--- src/rtl/pong_pkg.sv ---
// Shared pong playfield constants and the AI opponent state encoding.
// Imported by the ball, paddle and cpu_paddle blocks.
package pong_pkg;

  localparam logic [9:0] X_MIN    = 10'd0;
  localparam logic [9:0] X_MAX    = 10'd639;
  localparam logic [9:0] X_CENTER = 10'd320;
  localparam logic [9:0] Y_MIN    = 10'd0;
  localparam logic [9:0] Y_MAX    = 10'd479;
  localparam logic [9:0] Y_CENTER = 10'd240;

  typedef enum logic [1:0] {
    CENTER = 2'd0,
    REACT  = 2'd1,
    TRACK  = 2'd2
  } ai_state_t;

  // Magnitude of an 11-bit signed difference between two 10-bit coordinates.
  function automatic logic [10:0] abs11(input logic signed [10:0] v);
    logic [10:0] r;
    if (v[10]) begin
      r = 11'd0 - v;
    end else begin
      r = v;
    end
    return r;
  endfunction

endpackage

--- src/rtl/pong_step_clamp.sv ---
// Rate-limited move of a position toward a target, with deadband and range clamp.
// Purely combinational; shared by the player and CPU paddle logic.
module pong_step_clamp
  import pong_pkg::*;
(
  input  logic [9:0] cur,
  input  logic [9:0] target,
  input  logic [9:0] max_step,
  input  logic [9:0] deadband,
  input  logic [9:0] lo,
  input  logic [9:0] hi,
  output logic [9:0] next_pos
);

  logic signed [10:0] err;
  logic        [10:0] mag;
  logic        [10:0] step_mag;
  logic signed [11:0] sum;

  // Signed step limited to max_step, then clamped in a 12-bit domain so it never wraps.
  always_comb begin
    err = $signed({1'b0, target}) - $signed({1'b0, cur});
    mag = abs11(err);
    if (mag <= {1'b0, deadband}) begin
      step_mag = 11'd0;
    end else if (mag > {1'b0, max_step}) begin
      step_mag = {1'b0, max_step};
    end else begin
      step_mag = mag;
    end
    if (err[10]) begin
      sum = $signed({2'b00, cur}) - $signed({1'b0, step_mag});
    end else begin
      sum = $signed({2'b00, cur}) + $signed({1'b0, step_mag});
    end
    if (sum < $signed({2'b00, lo})) begin
      next_pos = lo;
    end else if (sum > $signed({2'b00, hi})) begin
      next_pos = hi;
    end else begin
      next_pos = sum[9:0];
    end
  end

endmodule

--- src/rtl/cpu_paddle.sv ---
// Computer-controlled right-side paddle: reacts late, moves slowly and drifts
// back to centre when the ball is leaving, so the opponent stays beatable.
module cpu_paddle
  import pong_pkg::*;
#(
  parameter int PADDLE_X     = 600,
  parameter int PADDLE_S     = 24,
  parameter int MAX_STEP     = 3,
  parameter int DEADBAND     = 4,
  parameter int REACT_FRAMES = 8,
  parameter int JUMP_THRESH  = 16
) (
  input  logic       frame_clk,
  input  logic       Reset,
  input  logic       Enable,
  input  logic [9:0] BallX,
  input  logic [9:0] BallY,
  output logic [9:0] PaddleX,
  output logic [9:0] PaddleY,
  output logic [9:0] PaddleS,
  output logic [1:0] AiState
);

  localparam logic [9:0]  PADDLE_X_W  = 10'(PADDLE_X);
  localparam logic [9:0]  PADDLE_S_W  = 10'(PADDLE_S);
  localparam logic [9:0]  Y_LO        = Y_MIN + PADDLE_S_W;
  localparam logic [9:0]  Y_HI        = Y_MAX - PADDLE_S_W;
  localparam logic [7:0]  REACT_LAST  = 8'(REACT_FRAMES - 1);
  localparam logic [10:0] JUMP_W      = 11'(JUMP_THRESH);

  ai_state_t   state_q, state_d;
  logic [9:0]  paddle_y_q, paddle_y_d;
  logic [9:0]  prev_x_q, prev_x_d;
  logic [7:0]  cnt_q, cnt_d;

  logic signed [10:0] dx;
  logic               approaching;
  logic               respawn;
  logic [9:0]         target_y;
  logic [9:0]         stepped_y;

  assign dx          = $signed({1'b0, BallX}) - $signed({1'b0, prev_x_q});
  assign approaching = (BallX > prev_x_q);
  assign respawn     = (abs11(dx) > JUMP_W);
  assign target_y    = (state_q == TRACK) ? BallY : Y_CENTER;

  pong_step_clamp u_step (
    .cur      (paddle_y_q),
    .target   (target_y),
    .max_step (10'(MAX_STEP)),
    .deadband (10'(DEADBAND)),
    .lo       (Y_LO),
    .hi       (Y_HI),
    .next_pos (stepped_y)
  );

  // Next-state logic; a respawn jump overrides every other transition.
  always_comb begin
    state_d    = state_q;
    paddle_y_d = paddle_y_q;
    prev_x_d   = prev_x_q;
    cnt_d      = cnt_q;
    if (Enable) begin
      prev_x_d = BallX;
      case (state_q)
        CENTER: begin
          paddle_y_d = stepped_y;
          if (approaching) begin
            state_d = REACT;
            cnt_d   = 8'd0;
          end else begin
            state_d = CENTER;
          end
        end
        REACT: begin
          cnt_d = cnt_q + 8'd1;
          if (!approaching) begin
            state_d = CENTER;
          end else if (cnt_q == REACT_LAST) begin
            state_d = TRACK;
          end else begin
            state_d = REACT;
          end
        end
        TRACK: begin
          paddle_y_d = stepped_y;
          if (!approaching) begin
            state_d = CENTER;
          end else begin
            state_d = TRACK;
          end
        end
        default: begin
          state_d = CENTER;
          cnt_d   = 8'd0;
        end
      endcase
      if (respawn) begin
        state_d = CENTER;
        cnt_d   = 8'd0;
      end else begin
        cnt_d = cnt_d;
      end
    end else begin
      state_d = CENTER;
    end
  end

  // Frame registers with asynchronous active-high reset.
  always_ff @(posedge frame_clk or posedge Reset) begin
    if (Reset) begin
      state_q    <= CENTER;
      paddle_y_q <= Y_CENTER;
      prev_x_q   <= X_CENTER;
      cnt_q      <= 8'd0;
    end else begin
      state_q    <= state_d;
      paddle_y_q <= paddle_y_d;
      prev_x_q   <= prev_x_d;
      cnt_q      <= cnt_d;
    end
  end

  assign PaddleX = PADDLE_X_W;
  assign PaddleS = PADDLE_S_W;
  assign PaddleY = paddle_y_q;
  assign AiState = state_q;

endmodule

--- config.mk ---
export PLATFORM = sky130hd
export DESIGN_NAME = cpu_paddle
export DESIGN_NICKNAME = d
export VERILOG_FILES = /design/src/rtl/pong_pkg.sv /design/src/rtl/pong_step_clamp.sv /design/src/rtl/cpu_paddle.sv
export SDC_FILE = /design/constraint.sdc
export NUM_CORES = 1
export LEC_CHECK = 0
export CORE_MARGIN = 4
export CORE_UTILIZATION = 35
export DETAILED_ROUTE_END_ITERATION = 8
export GPL_TIMING_DRIVEN = 0
export HOLD_SLACK_MARGIN = 0.15
export SYNTH_ARGS = -nofsm -noshare
export SYNTH_HDL_FRONTEND = slang
export SYNTH_SLANG_ARGS = --single-unit
--- constraint.sdc ---
create_clock -name frame_clk -period 7.3 [get_ports frame_clk]
set_input_delay 1.825 -clock frame_clk [delete_from_list [all_inputs] [get_ports frame_clk]]
set_output_delay 1.825 -clock frame_clk [all_outputs]
set_load 0.01 [all_outputs]
* Word level (Yosys, flattened, before mapping)
Cells that the tools add are included.
Word-level totals: input port bits 23, register bits 30, logic and storage cells 44, output and inout port bits 32
Operators by class: reduce and logical (&&, ||, !) cells 4, muxes and demuxes 18, equal/unequal tests 5, order comparisons 6, $add $sub $neg 7
Operators by type and width (number):
- 11-bit 2-to-1 mux | 4
- 10-bit 2-to-1 mux | 3
- 8-bit case mux with 3 select lines | 1
- 1-bit by 11-bit subtractor with 11-bit output, first input constant | 2
- 10-bit by 10-bit subtractor with 11-bit output | 2
- 8-bit 2-to-1 mux | 2
- 10-bit by 11-bit adder with 12-bit output | 1
- 12-bit by 10-bit > comparator with 1-bit output, second input constant | 1
- 12-bit by 6-bit < comparator with 1-bit output, second input constant | 1
- 12-bit 2-to-1 mux | 1
- 10-bit by 11-bit subtractor with 12-bit output | 1
- 11-bit by 2-bit > comparator with 1-bit output, second input constant | 1
- 11-bit by 5-bit > comparator with 1-bit output, second input constant | 1
- 11-bit by 3-bit <= comparator with 1-bit output, second input constant | 1
- 10-bit > comparator | 1
- 2-bit 2-to-1 mux | 5
- 8-bit by 1-bit adder with 8-bit output, second input constant | 1
- 8-bit by 3-bit equality test with 1-bit output, second input constant | 1
- 2-bit case mux with 3 select lines | 1
- 3-bit inequality test, second input constant | 1
- 3-bit AND reduction | 1
- 2-bit by 1-bit equality test with 1-bit output, second input constant | 1
- 2-bit equality test, second input constant | 1
- 2-bit logical NOT | 1
- 4 further kinds | 4

* Longest topological paths before layout
Gate-level depths: netlist of run 1.
depth after elaboration 13, gate-level depth with buffers 29, depth with buffers taken out 29

* By module
A second synthesis of run 1 with hierarchy kept.
Second synthesis, totals: cells, all modules 702, area total of the unflattened synthesis 5579.1 um2
Modules (own cells, without submodules):
- pong_step_clamp | cells each 419, area an instance 3139.3 um2, times used 1
- cpu_paddle | cells each 283, area an instance 2439.8 um2, times used 1

* Least setup slack after synthesis of run 1
No wires, ideal clock.
path kind input port to flip-flop, start input port BallY[5], end register paddle_y_q[4], in the netlist PaddleY[4], path buffers 0, path slack 0.069 ns, data required time 7.225 ns, arrival 7.156 ns, cell stages on the path 25, path through or3_1 -> ha_1 -> o211ai_1 -> a21oi_1 -> a211oi_2 -> xnor2_1 -> or2_2 -> nor4b_1 -> mux2_2 -> o21ai_0 -> nand2_1 -> inv_1 -> ha_1 -> a21oi_1 -> ha_1 -> nor2b_1 -> o21a_1 -> o21ai_1 -> a311oi_1 -> o21ai_0 -> mux2i_1 -> o21ai_1 -> nor4_1 -> a211o_1 -> a2bb2oi_1
Between the ends: longest elaborated chain between the ends 12, elaborated cells between the ends (all ways) 15, those cells by class add/sub (4); order compare (4); mux (7)
Ends and longest elaborated chain:
- start, declared | line cpu_paddle.sv:17 | input logic [9:0] BallY,
- 10-bit 2-to-1 mux (*) | line cpu_paddle.sv:45 | assign target_y = (state_q == TRACK) ? BallY : Y_CENTER;
- 10-bit by 10-bit subtractor with 11-bit output (*) | line pong_step_clamp.sv:22 | err = $signed({1'b0, target}) - $signed({1'b0, cur});
- 1-bit by 11-bit subtractor with 11-bit output | line pong_pkg.sv:22 | r = 11'd0 - v;
- 11-bit 2-to-1 mux | line pong_pkg.sv:21 | if (v[10]) begin
- 11-bit by 2-bit > comparator with 1-bit output | line pong_step_clamp.sv:26 | end else if (mag > {1'b0, max_step}) begin
- 11-bit 2-to-1 mux | line pong_step_clamp.sv:26
- 11-bit 2-to-1 mux | line pong_step_clamp.sv:24 | if (mag <= {1'b0, deadband}) begin
- 10-bit by 11-bit adder with 12-bit output or 10-bit by 11-bit subtractor with 12-bit output (tied branches) | line pong_step_clamp.sv:34, pong_step_clamp.sv:32
- 12-bit 2-to-1 mux (*) | line pong_step_clamp.sv:31 | if (err[10]) begin
- 12-bit by 10-bit > comparator with 1-bit output | line pong_step_clamp.sv:38 | end else if (sum > $signed({2'b00, hi})) begin
- 10-bit 2-to-1 mux | line pong_step_clamp.sv:38
- 10-bit 2-to-1 mux (*) | line pong_step_clamp.sv:36 | if (sum < $signed({2'b00, lo})) begin
- end signal, assigned | line cpu_paddle.sv:118 | paddle_y_q <= paddle_y_d;
- end, declared | line cpu_paddle.sv:32 | logic [9:0] paddle_y_q, paddle_y_d;
Every way passes the cells marked *; elsewhere a longest branch is shown, timed or not. A chain may end at the register's enable or synchronous reset.

* Final worst setup path of run 1
start input port BallY[0], end register paddle_y_q[4], in the netlist PaddleY[4]
Same word-level chain as after synthesis.

==> results.sh, run 1 <==
export IMPL_outcome="complete, no violations"
export IMPL_clock_latency_ns=0.29
export IMPL_drv_cap=0
export IMPL_async_flop_share_pct=100
export IMPL_cp_arrival_ns=7.39
export IMPL_whs_ns=0.499
export IMPL_synthFlopType="dfrtp_1"
export IMPL_clkTransAtPathRegs_ns=0.08
export IMPL_routed_wl_mm=9.90
export IMPL_gp_congestion=0.869
export IMPL_worst_path_max_delay_cell="clkdlybuf4s50_1"
export IMPL_maxSlewViolCount=0
export IMPL_wl_per_cell_um=14.6
export IMPL_fin_skew_ns=0.0101
export IMPL_fin_crit_ns=7.17
export IMPL_grt_pass1_wl_mm=16.5
export IMPL_syn_cell_area_sq_um=3760
export IMPL_track_usage_pct=15.7
export IMPL_grt_setup_unrepaired="yes"
export IMPL_start_util_pct=36.1
export IMPL_clockRootBuffer="clkbuf_8"
export IMPL_yosys_area_top_type="dfrtp_1"
export IMPL_power_total_w=0.00210
export IMPL_path_buf_inv=4
export IMPL_cp_max_fo=5
export IMPL_drc=0
export IMPL_dp_final_hpwl_mm=7.44
export IMPL_critPathLaunchType="input pin"
export IMPL_hold_viol=0
export IMPL_setup_violations=0
export IMPL_antenna_found_initial=0
export IMPL_die_y_um=112
export IMPL_max_stage_delay_ns=0.47
export IMPL_ant_nets=0
export IMPL_worst_slew_pin_slew_ns=0.610
export IMPL_grt_max_degree=31
export IMPL_vias=3580
export IMPL_fillCellCount=1032
export IMPL_first_pass_iters=4
export IMPL_drive_gt1_share_pct=22.3
export IMPL_required_ns=7.52
export IMPL_post_route_period_util_pct=98.2
export IMPL_h_tree_depth=2
export IMPL_path_delay_family="compound AO/OA/AOI/OAI gates"
export IMPL_netlist_top_cells_area="dfrtp_1 (16%), ha_1 (12%), a21oi_1 (4.3%)"
export IMPL_peakVddDrop_uv=215
export IMPL_placed_area_sq_um=4340
export IMPL_cts_made_buffers=5
export IMPL_synth_commonest_cells="inv_1 (41), ha_1 (35), nand2_1 (35)"
export IMPL_cts_num_sinks=30
export IMPL_grt_overflow_total=0
export IMPL_syn2layout_area_growth_pct=30.2
export IMPL_layout_nets=603
export IMPL_end_kind="flip-flop"
export IMPL_dp_cells=657
export IMPL_cts_buffer_depth=2
export IMPL_worstSetupPathType="input pin to flip-flop"
export IMPL_syn_mean_instance_area_sq_um=8.02
export IMPL_finalSetupTns_ns=0
export IMPL_die_x_um=112
export IMPL_synth_top_area_share_pct=16.0
export IMPL_postSynthCellCount=469
export IMPL_cts_tree="yes"
export IMPL_num_io_pins=55
export IMPL_max_freq_mhz=139
export IMPL_leakagePower_nw=2.07
export IMPL_dieArea_sq_um=12500
export IMPL_io_buffers=34
export IMPL_core_sq_um=10400
export IMPL_fin_area_sq_um=4900
export IMPL_yosysSeqAreaShare_pct=20.2
export IMPL_synth_seq_cells=30
export IMPL_antennaDiodeCount=0
export IMPL_yosysMostFrequentCell="inv_1"
export IMPL_cts_hold_buf=0
export IMPL_slew_headroom_pct=59.2
export IMPL_hp_class="flip-flop to flip-flop"
export IMPL_via_per_inst=5.27
export IMPL_p_per_area_nw_per_um2=429
export IMPL_final_cells=679
export IMPL_synth_enable_flop_cells=0
export IMPL_drt_initial_drc_count=194
export IMPL_yosysWarnings=0
export IMPL_grt_pass1_vias=3542
export IMPL_fp_row_count=37
export IMPL_synth_cell_types=84
-- path summary, 6_finish.rpt --
check                      slack (ns)        start          end  cells after the start
setup reg to reg                 0.96   AiState[0]   PaddleY[4]                     30
hold / removal                   0.50  prev_x_q[8]  prev_x_q[8]                      2
max in group asynchronous        5.02        Reset   PaddleY[4]                      3
min in group asynchronous        1.78        Reset  prev_x_q[5]                      2
setup / recovery                 0.13     BallY[0]   PaddleY[4]                     29
hold reg to reg                  0.50  prev_x_q[8]  prev_x_q[8]                      2
-- cell families after synthesis --
family / Yosys count / synth area share, %
compound gates: 158 / 30.3
simple gates: 152 / 22.0
buf+inv: 67 / 8.68
fa+ha+maj: 38 / 13.2
flops: 30 / 20.2
xor+xnor: 16 / 3.72
mux: 6 / 1.73
other cells: 2 / 0.200
-- cell type report --
cell class / instances / area (sq um) / area share (%)
clock buffers: 8 / 110 / 2.25
multi-input cells: 390 / 3060 / 62.5
well taps: 136 / 170 / 3.47
inverters: 41 / 154 / 3.14
plain buffers: 26 / 173 / 3.53
flip-flops and latches: 30 / 758 / 15.5
repair buffers: 48 / 469 / 9.58
-- cells in the final DEF, fill, tap and decap left out, types with 4 or more instances in the layout --
cell / count
xor2_1: 5
clkbuf_8: 8
a31oi_1: 5
o22ai_1: 8
buf_4: 32
nor3b_1: 4
nand2_1: 34
nor2b_1: 8
conb_1: 20
a21oi_1: 26
a21o_1: 4
ha_1: 31
clkdlybuf4s50_1: 34
xnor2_1: 7
o21ai_0: 28
dfrtp_1: 24
o21ai_2: 4
nand3_1: 12
o21a_1: 6
clkbuf_1: 5
and3_1: 4
o21bai_1: 5
dfstp_2: 6
o31ai_1: 6
or3_1: 8
and2_1: 9
nor2_1: 29
nor3_1: 7
a21oi_4: 4
inv_1: 39
a211o_1: 8
-- worst min-delay path: stages, from the launching register on --
cell	delay, ns
dfstp_2	0.36
inv_1	0.05
o21ai_0	0.08
-- per-stage QoR --
stage	util (%)	setup WS (ns)
4_1_cts	44.1	0.0125
3_5_place_dp	41.7	-1.27
5_1_grt	47.0	-0.0550
2_1_floorplan	-	0.0687
6_report	47.0	0.128
3_3_place_gp	41.7	-1.12
-- sequential cells by signal (all words and copies together) (netlist names) --
register / count
cnt_q: 8
prev_x_q: 10
AiState: 2
PaddleY: 10
-- layer usage --
| layer | up-vias | routed length [um] | share of wire [%] | global-route usage (%) |
|---|---|---|---|---|
| met2 | 51 | 5000 | 51 | 26.9 |
| met5 | - | 0 | 0 | 0 |
| met4 | 0 | 110 | 1.1 | 3.89 |
| met3 | 8 | 326 | 3.3 | 3.04 |
| met1 | 1681 | 4460 | 45 | 20.2 |
| li1 | 1840 | - | - | - |
-- power by group --
part           leakage [nW]  total (W)  switching, W  internal [W]
Clock                0.0575   0.000167     0.0000715     0.0000953
Combinational          1.64    0.00170      0.000943      0.000758
Sequential            0.374   0.000233     0.0000294      0.000204
Total                  2.07    0.00210       0.00104       0.00106
-- repair_timing --
action,CTS,global route
endpoints found under the hold margin,0,0
setup buffers,5,12
gates resized for setup,20,43
endpoints found under the setup margin,9,9
pin swaps,7,30
Power figures use the tool's default switching activity.
==> run 2, diff against run 1 <==
SLEW_MARGIN = 20   (was unset)
==> results.sh, run 2 (synthesized netlist as in run 1, its figures left out) <==
export IMPL_outcome="complete, no violations"
export IMPL_post_route_period_util_pct=98.2
export IMPL_fp_row_count=37
export IMPL_clockRootBuffer="clkbuf_8"
export IMPL_wl_met2_mm=4.96
export IMPL_cts_made_buffers=5
export IMPL_drv_cap=0
export IMPL_rr_endpoint="PaddleY[4]"
export IMPL_core_sq_um=10400
export IMPL_finalSetupTns_ns=0
export IMPL_cts_tree="yes"
export IMPL_p_per_area_nw_per_um2=430
export IMPL_top_layer_used="met4"
export IMPL_cts_num_sinks=30
export IMPL_track_usage_pct=15.7
export IMPL_setup_violations=0
export IMPL_ant_nets=0
export IMPL_cts_hold_buf=0
export IMPL_hold_viol=0
export IMPL_maxSlewViolCount=0
export IMPL_wl_met1_mm=4.43
export IMPL_hp_class="flip-flop to flip-flop"
export IMPL_cp_arrival_ns=7.40
export IMPL_slew_headroom_pct=55.3
export IMPL_layout_nets=602
export IMPL_leakagePower_nw=2.06
export IMPL_wl_per_cell_um=14.5
export IMPL_final_cells=678
export IMPL_layout_commonest_cell="inv_1"
export IMPL_syn2layout_area_growth_pct=29.4
export IMPL_h_tree_depth=2
export IMPL_drc=0
export IMPL_grt_setup_unrepaired="yes"
export IMPL_critPathLaunchType="input pin"
export IMPL_end_kind="flip-flop"
export IMPL_grt_pass1_vias=3542
export IMPL_cp_max_fo=5
export IMPL_via_per_inst=5.29
export IMPL_hold_end="prev_x_q[8]"
export IMPL_max_freq_mhz=139
export IMPL_fin_skew_ns=0.00940
export IMPL_cts_buffer_depth=2
export IMPL_drive_gt1_share_pct=22.3
export IMPL_worstHoldStart="prev_x_q[8]"
export IMPL_worstSetupPathType="input pin to flip-flop"
export IMPL_die_y_um=112
export IMPL_dp_cells=657
export IMPL_io_buffers=34
export IMPL_max_stage_delay_ns=0.47
export IMPL_start_util_pct=36.1
export IMPL_required_ns=7.53
export IMPL_die_x_um=112
export IMPL_worst_path_max_delay_cell="clkdlybuf4s50_1"
export IMPL_drt_initial_drc_count=203
export IMPL_clock_latency_ns=0.29
export IMPL_met3_length_um=321
export IMPL_antenna_found_initial=0
export IMPL_grt_pass1_wl_mm=16.5
export IMPL_min_path_cells=2
export IMPL_rrSetupSlack_ns=0.95
export IMPL_dieArea_sq_um=12500
export IMPL_vias=3589
export IMPL_first_pass_iters=5
export IMPL_setup_worst_path_start="BallY[0]"
export IMPL_worst_r2r_path_depth=30
export IMPL_routed_wl_mm=9.84
export IMPL_layout_common_cells="inv_1 (39), nand2_1 (34), clkdlybuf4s50_1 (34)"
export IMPL_worst_slew_pin_slew_ns=0.670
export IMPL_r2r_start="AiState[0]"
export IMPL_peakVddDrop_uv=215
export IMPL_num_io_pins=55
export IMPL_grt_max_degree=31
export IMPL_clkTransAtPathRegs_ns=0.08
export IMPL_gp_congestion=0.869
export IMPL_fin_crit_ns=7.17
export IMPL_grt_overflow_total=0
export IMPL_antennaDiodeCount=0
export IMPL_dp_final_hpwl_mm=7.44
[run 2: cell count changes in the layout (fill, tap and decap cells not counted), sizes merged]
cell / change
buf: -1
clkinv: -1
inv: +1
[run 2: worst max path at each step]
stage,end,slack (ns),cells after the start
floorplan,PaddleY[4],0.07,25
detailed placement,PaddleY[3],-1.27,26
global placement,PaddleY[3],-1.12,26
global route,PaddleY[3],-0.05,28
CTS,PaddleY[3],0.01,27
finish,PaddleY[4],0.13,29
[run 2: cell type report]
class	instances	area, sq um
Timing Repair Buffer	47	442
Tap cell	136	170
Multi-Input combinational cell	390	3060
Buffer	26	173
Fill cell	1030	5550
Inverter	41	154
Sequential cell	30	758
Clock buffer	8	110
[run 2: critical path: cells and delay by family]
kind / cells / cell delay [ns]
AND/OR/NAND/NOR: 7 / 1.17
buffers and inverters: 4 / 0.80
AO/OA/AOI/OAI: 14 / 2.37
adder cells (fa/ha/maj): 4 / 1.22
[run 2: through the flow]
stage                     util [%]  area, sq um  power [W]  hold WS [ns]  setup slack (ns)
final                         46.8         4870    0.00210         0.499             0.129
after CTS                     44.1         4590    0.00184         0.506            0.0125
after floorplan                  -         3830    0.00123         0.463            0.0687
after detailed placement      41.7         4340    0.00152         0.493             -1.27
after global placement        41.7         4340    0.00150         0.478             -1.12
after global routing          46.8         4870    0.00227         0.548           -0.0550
[run 2: timing repair]
item                                    in CTS  in global routing
buffers inserted                             5                 12
resized for setup                           20                 43
endpoints found under the setup margin       9                  9
pin swaps                                    7                 30
cloned                                       0                  0
[run 2: where the power goes]
group / switching, W / total (W) / internal [W] / leakage [nW]
Sequential: 0.0000294 / 0.000233 / 0.000204 / 0.374
Clock: 0.0000722 / 0.000168 / 0.0000953 / 0.0575
Combinational: 0.000939 / 0.00170 / 0.000756 / 1.63
Total: 0.00104 / 0.00210 / 0.00106 / 2.06
[run 2: layer usage]
metal  up-vias  track usage [%]
li1       1840                -
met1      1686             20.2
met2        53             26.9
met3        10             3.04
met4         0             3.89
met5         -                0
